<file path="config.mk">
export PLATFORM = sky130hd
export DESIGN_NAME = dmem_arbiter
export DESIGN_NICKNAME = d
export VERILOG_FILES = /design/src/rtl/dmem_pkg.sv /design/src/rtl/dmem_arbiter_rr_arb2.sv /design/src/rtl/dmem_arbiter.sv
export SDC_FILE = /design/constraint.sdc
export NUM_CORES = 1
export LEC_CHECK = 0
export ABC_AREA = 1
export CORE_ASPECT_RATIO = 1.2
export CORE_MARGIN = 3
export CORE_UTILIZATION = 42
export DETAILED_ROUTE_END_ITERATION = 10
export GPL_TIMING_DRIVEN = 0
export PLACE_DENSITY = 0.81
export SYNTH_ARGS = -nofsm -noshare
export SYNTH_HDL_FRONTEND = slang
export SYNTH_SLANG_ARGS = --single-unit
</file>
<file path="constraint.sdc">
create_clock -name clk -period 3.7 [get_ports clk]
set_input_delay 0.37 -clock clk [delete_from_list [all_inputs] [get_ports clk]]
set_output_delay 0.37 -clock clk [all_outputs]
set_load 0.02 [all_outputs]
</file>
<file path="src/rtl/dmem_pkg.sv">
// Shared types and constants for the data-memory arbiter: FSM states,
// RISC-V load/store funct3 codes and default bus widths.
package dmem_pkg;

  localparam int DEF_ADDR_W = 6;
  localparam int DEF_DATA_W = 32;

  localparam logic [2:0] F3_B  = 3'b000;
  localparam logic [2:0] F3_H  = 3'b001;
  localparam logic [2:0] F3_W  = 3'b010;
  localparam logic [2:0] F3_BU = 3'b100;
  localparam logic [2:0] F3_HU = 3'b101;

  typedef enum logic [1:0] {
    IDLE   = 2'd0,
    ACCESS = 2'd1,
    RESP   = 2'd2
  } state_t;

endpackage

</file>
<file path="src/rtl/dmem_arbiter_rr_arb2.sv">
// Two-way grant pick, combinational: round-robin on ties when RR=1,
// otherwise port 0 has fixed priority. A lone requester always wins.
module rr_arb2 #(
  parameter bit RR = 1'b1
) (
  input  logic [1:0] req,
  input  logic       last_grant,
  output logic [1:0] gnt
);

  always_comb begin
    gnt = req;
    // last_grant holds the id of the previous winner; the other port wins a tie
    if (req == 2'b11) begin
      gnt = (RR && !last_grant) ? 2'b10 : 2'b01;
    end
  end

endmodule

</file>
<file path="src/rtl/dmem_arbiter.sv">
// Shares a single-ported data memory between two requesters: latch one
// command, drive the memory for one cycle, then acknowledge the winner.
module dmem_arbiter
  import dmem_pkg::*;
#(
  parameter int ADDR_W = DEF_ADDR_W,
  parameter int DATA_W = DEF_DATA_W,
  parameter bit RR     = 1'b1
) (
  input  logic              clk,
  input  logic              rst,
  input  logic              req0,
  input  logic              req1,
  input  logic              we0,
  input  logic              we1,
  input  logic [2:0]        funct3_0,
  input  logic [2:0]        funct3_1,
  input  logic [ADDR_W-1:0] addr0,
  input  logic [ADDR_W-1:0] addr1,
  input  logic [DATA_W-1:0] wdata0,
  input  logic [DATA_W-1:0] wdata1,
  output logic              ack0,
  output logic              ack1,
  output logic [DATA_W-1:0] rdata0,
  output logic [DATA_W-1:0] rdata1,
  output logic              busy,
  output logic              mem_read,
  output logic              mem_write,
  output logic [2:0]        mem_funct3,
  output logic [ADDR_W-1:0] mem_addr,
  output logic [DATA_W-1:0] mem_wdata,
  input  logic [DATA_W-1:0] mem_rdata
);

  state_t            state;
  state_t            state_nxt;
  logic [1:0]        gnt;
  logic              last_grant;
  logic              cmd_id;
  logic              cmd_we;
  logic [2:0]        cmd_funct3;
  logic [ADDR_W-1:0] cmd_addr;
  logic [DATA_W-1:0] cmd_wdata;
  logic              take_cmd;

  rr_arb2 #(.RR(RR)) u_arb (
    .req        ({req1, req0}),
    .last_grant (last_grant),
    .gnt        (gnt)
  );

  assign take_cmd = (state == IDLE) && (req0 || req1);

  always_ff @(posedge clk or posedge rst) begin
    if (rst) state <= IDLE;
    else     state <= state_nxt;
  end

  always_comb begin
    state_nxt = state;
    case (state)
      IDLE:    if (req0 || req1) state_nxt = ACCESS;
      ACCESS:  state_nxt = RESP;
      RESP:    state_nxt = IDLE;
      default: state_nxt = IDLE;
    endcase
  end

  // Strobes decode from state so an async reset drops them at once
  always_comb begin
    mem_read  = 1'b0;
    mem_write = 1'b0;
    ack0      = 1'b0;
    ack1      = 1'b0;
    busy      = (state != IDLE);
    case (state)
      ACCESS: begin
        mem_read  = ~cmd_we;
        mem_write = cmd_we;
      end
      RESP: begin
        ack0 = ~cmd_id;
        ack1 = cmd_id;
      end
      default: ;
    endcase
  end

  always_ff @(posedge clk or posedge rst) begin
    if (rst) begin
      last_grant <= 1'b1;
      cmd_id     <= 1'b0;
      cmd_we     <= 1'b0;
      cmd_funct3 <= '0;
      cmd_addr   <= '0;
      cmd_wdata  <= '0;
    end else if (take_cmd) begin
      last_grant <= gnt[1];
      cmd_id     <= gnt[1];
      cmd_we     <= gnt[1] ? we1      : we0;
      cmd_funct3 <= gnt[1] ? funct3_1 : funct3_0;
      cmd_addr   <= gnt[1] ? addr1    : addr0;
      cmd_wdata  <= gnt[1] ? wdata1   : wdata0;
    end
  end

  // Each port's load result persists until that port's next load completes
  always_ff @(posedge clk or posedge rst) begin
    if (rst) begin
      rdata0 <= '0;
      rdata1 <= '0;
    end else if (state == ACCESS && !cmd_we) begin
      if (cmd_id) rdata1 <= mem_rdata;
      else        rdata0 <= mem_rdata;
    end
  end

  assign mem_funct3 = cmd_funct3;
  assign mem_addr   = cmd_addr;
  assign mem_wdata  = cmd_wdata;

endmodule

</file>
==> results_dict.tcl <==
set metrics [dict create \
    clk_latency_ns 0.35 \
    final_area_sq_um 7900 \
    drt_pass1_iterations 4 \
    synth_compound_area_share_pct 0.0978 \
    detail_route.drc_violations 0 \
    crit_required_ns 3.33 \
    nets 1019 \
    hold_slack_ns 0.453 \
    detail-route-antenna-nets 0 \
    crit_family "buffers and inverters" \
    synth_fp_nets 779 \
    synth_xor_xnor_area_share_pct 0 \
    min_from "req1" \
    use_met3_pct 9.47 \
    power.density_nw_per_um2 855 \
    period_minus_slack_ns 2.43 \
    clk_pin_slew_ns 0.06 \
    holdPathEnd "mem_funct3[1]" \
    timing.final.crit_share_pct 65.7 \
    wl_per_cell_um 14.4 \
    cts_setup_buffers 0 \
    hp-class "input port to register" \
    cts_tree "yes" \
    ioPinCount 230 \
    end_kind "output port" \
    finClkSkew_ns 0.00878 \
    yosysTopAreaCell "dfrtp_1" \
    worst_path_max_delay_cell "clkdlybuf4s50_1" \
    ctsHoldBuffers 0 \
    finalHoldViolCount 0 \
    cp_num_cells 5 \
    synthMuxAreaShare_pct 0 \
    leakage_nw 4.07 \
    fmax_ghz 0.411 \
    ys_top_cells_by_area "dfrtp_1 53%, nand2_1 19%, nand3_1 15%, inv_1 6.3%, buf_2 1.7%" \
    grt_max_degree 64 \
    internal_power_mw 3.92 \
    maxSlewHeadroom_pct 57.8 \
    multiInputGateArea_sq_um 1790 \
    synth-seq-cells 110 \
    yosysSeqAreaShare_pct 53.8 \
    drv_cap 0 \
    crit_path_start_kind "register" \
    htree_levels 3 \
    critPathMaxFanout 10 \
    crit_type "register to output port" \
    setup_viol 0 \
    avgSynthCellArea_sq_um 7.76 \
    antenna_found_initial 0 \
    synth_top_area_share_pct 53.3 \
    num_vias 5028 \
    die_h_um 127 \
    overflow 0 \
    cp_slowest_stage_delay_ns 0.58 \
    synth_cells 659 \
    hold_depth 4 \
    chipWidth_um 107 \
    io_buffers 228 \
    p_sw_share_pct 41.9 \
    row_count 43 \
    drive_gt1_share_pct 5.76 \
    seq_area_sq_um 2750 \
    critPathBufInv 4 \
    placed_cells 1045 \
    tightest_slew_ns 0.633 \
    power_frac_comb_pct 54.5 \
    synth_top_family_by_area "simple AND/OR/NAND/NOR gates" \
    grt_util_met2_pct 37.5 \
    drt-total-wl_um 15300 \
    use_met1_pct 26.6 \
    power.clock.fraction_pct 13.6 \
    routed_via_density 4.75 \
    cts-root-buf "clkbuf_16" \
    pwr-share-seq_pct 31.9 \
    regToRegEndpoint "mem_addr[2]" \
    diodes 0 \
    yosysWarnings 0 \
    rsz0062_at_grt "false" \
    hpwl_um 11700 \
    grt_busiest_layer "met2" \
    nFillCells 1005 \
    reg2reg_depth 6 \
    slew_viol_final 0 \
    utilization_pct 67.3 \
    arrival_ns 2.06 \
    cts_made_buffers 9 \
    path_cells "buf_2 > inv_2 > clkbuf_1 > nor3_1 > clkdlybuf4s50_1" \
    final_cells 1059 \
    die_area_sq_um 13500 \
    ir_drop_uv 411 \
    yosysUniqueCellTypes 19 \
    postPlaceCellArea_sq_um 7620 \
    regToRegSetupSlack_ns 2.16 \
    r2r_start "last_grant" \
    synth-adder-area-share_pct 0 \
    area_growth_pct 54.4 \
    grt_pass1_vias 4931 \
    power.net_switching_mw 2.83 \
    cts_buffer_depth 2 \
    cts_resized 0 \
    core_area_sq_um 11700 \
    grt_pass1_wl_um 24500 \
    status "complete, no violations" \
    clock-sinks 110 \
    place_congestion 0.836 \
    synth_area_sq_um 5120 \
    drtIter0Drc 189 \
    floorplan.initialDensity_pct 43.6 \
    grt_use_total_pct 22.6 \
    yosys.area_share.simple_pct 35.0 \
]
==> per-stage QoR <==
stage / setup slack (ns) / setup TNS, ns / total power [mW]
floorplan: 0.429 / 0 / 4.10
global placement: -1.24 / -134.10 / 5.81
detailed placement: 1.60 / 0 / 5.87
CTS: 1.23 / 0 / 6.82
global route: 1.15 / 0 / 7.20
finish: 1.27 / 0 / 6.76
==> power by group through the flow <==
stage	Clock, mW	Sequential [mW]	Combinational (mW)
finish	0.918	2.16	3.68
global route	0.992	2.23	3.98
CTS	0.939	2.16	3.72
detailed placement	0	2.16	3.71
global placement	0	2.16	3.65
floorplan	0	2.84	1.26
==> synth_stat cells <==
library cell,instances
buf_1,1
nor3_2,1
inv_4,1
dfrtp_1,109
nand3_1,150
nand2_2,1
nand2_1,258
inv_2,3
nor2_2,2
buf_6,4
buf_4,6
nor3_1,3
buf_2,17
o21ai_0,1
dfstp_2,1
inv_1,86
nand4_1,1
nor2_8,1
clkbuf_1,13
==> cell families after synthesis <==
family,count (synthesis)
flip-flops,110
AND/OR/NAND/NOR,417
AO/OA/AOI/OAI,1
buffers and inverters,131
==> state kept, by name, indices dropped and copies added, names as in the netlist <==
signal / count
mem_wdata: 32
rdata0: 32
rdata1: 32
mem_addr: 6
mem_funct3: 3
state: 2
cmd_id: 1
cmd_we: 1
last_grant: 1
==> cell type report <==
type	count	share of cell area [%]
flip-flops and latches	110	34.9
repair buffers	229	29.2
multi-input cells	418	22.7
inverters	90	4.34
clock buffers	12	3.25
plain buffers	41	2.88
well taps	157	2.49
clock inverters	2	0.222
==> routing by layer <==
metal / vias to the layer above / share of wire (%)
li1: 2506 / -
met1: 2288 / 38
met2: 212 / 49
met3: 22 / 11
met5: - / 0
met4: 0 / 2.4
==> worst max-delay path by stage <==
| stage | to | from | slack [ns] |
|---|---|---|---|
| finish | ack1 | cmd_id | 1.27 |
| detailed placement | ack1 | cmd_id | 1.60 |
| global placement | rdata1[12] | rst | -1.24 |
| global route | ack1 | cmd_id | 1.15 |
| CTS | ack1 | cmd_id | 1.23 |
| floorplan | cmd_id | rst | 0.43 |
==> worst register-to-register path, delay by kind of cell (launching register included) <==
kind,cells,cell delay [ns]
simple gates,5,0.64
buf+inv,1,0.27
flops,1,0.53
==> cell usage in the layout (no fill, tap or decap), drive strengths merged <==
master         count
buf               29
clkbuf            25
clkdlybuf4s50    228
clkinv             1
dfrtp            109
dfstp              1
inv               91
nand2            259
nand3            150
nand4              1
nor2               3
nor3               4
o21ai              1
Power figures use the tool's default switching activity.
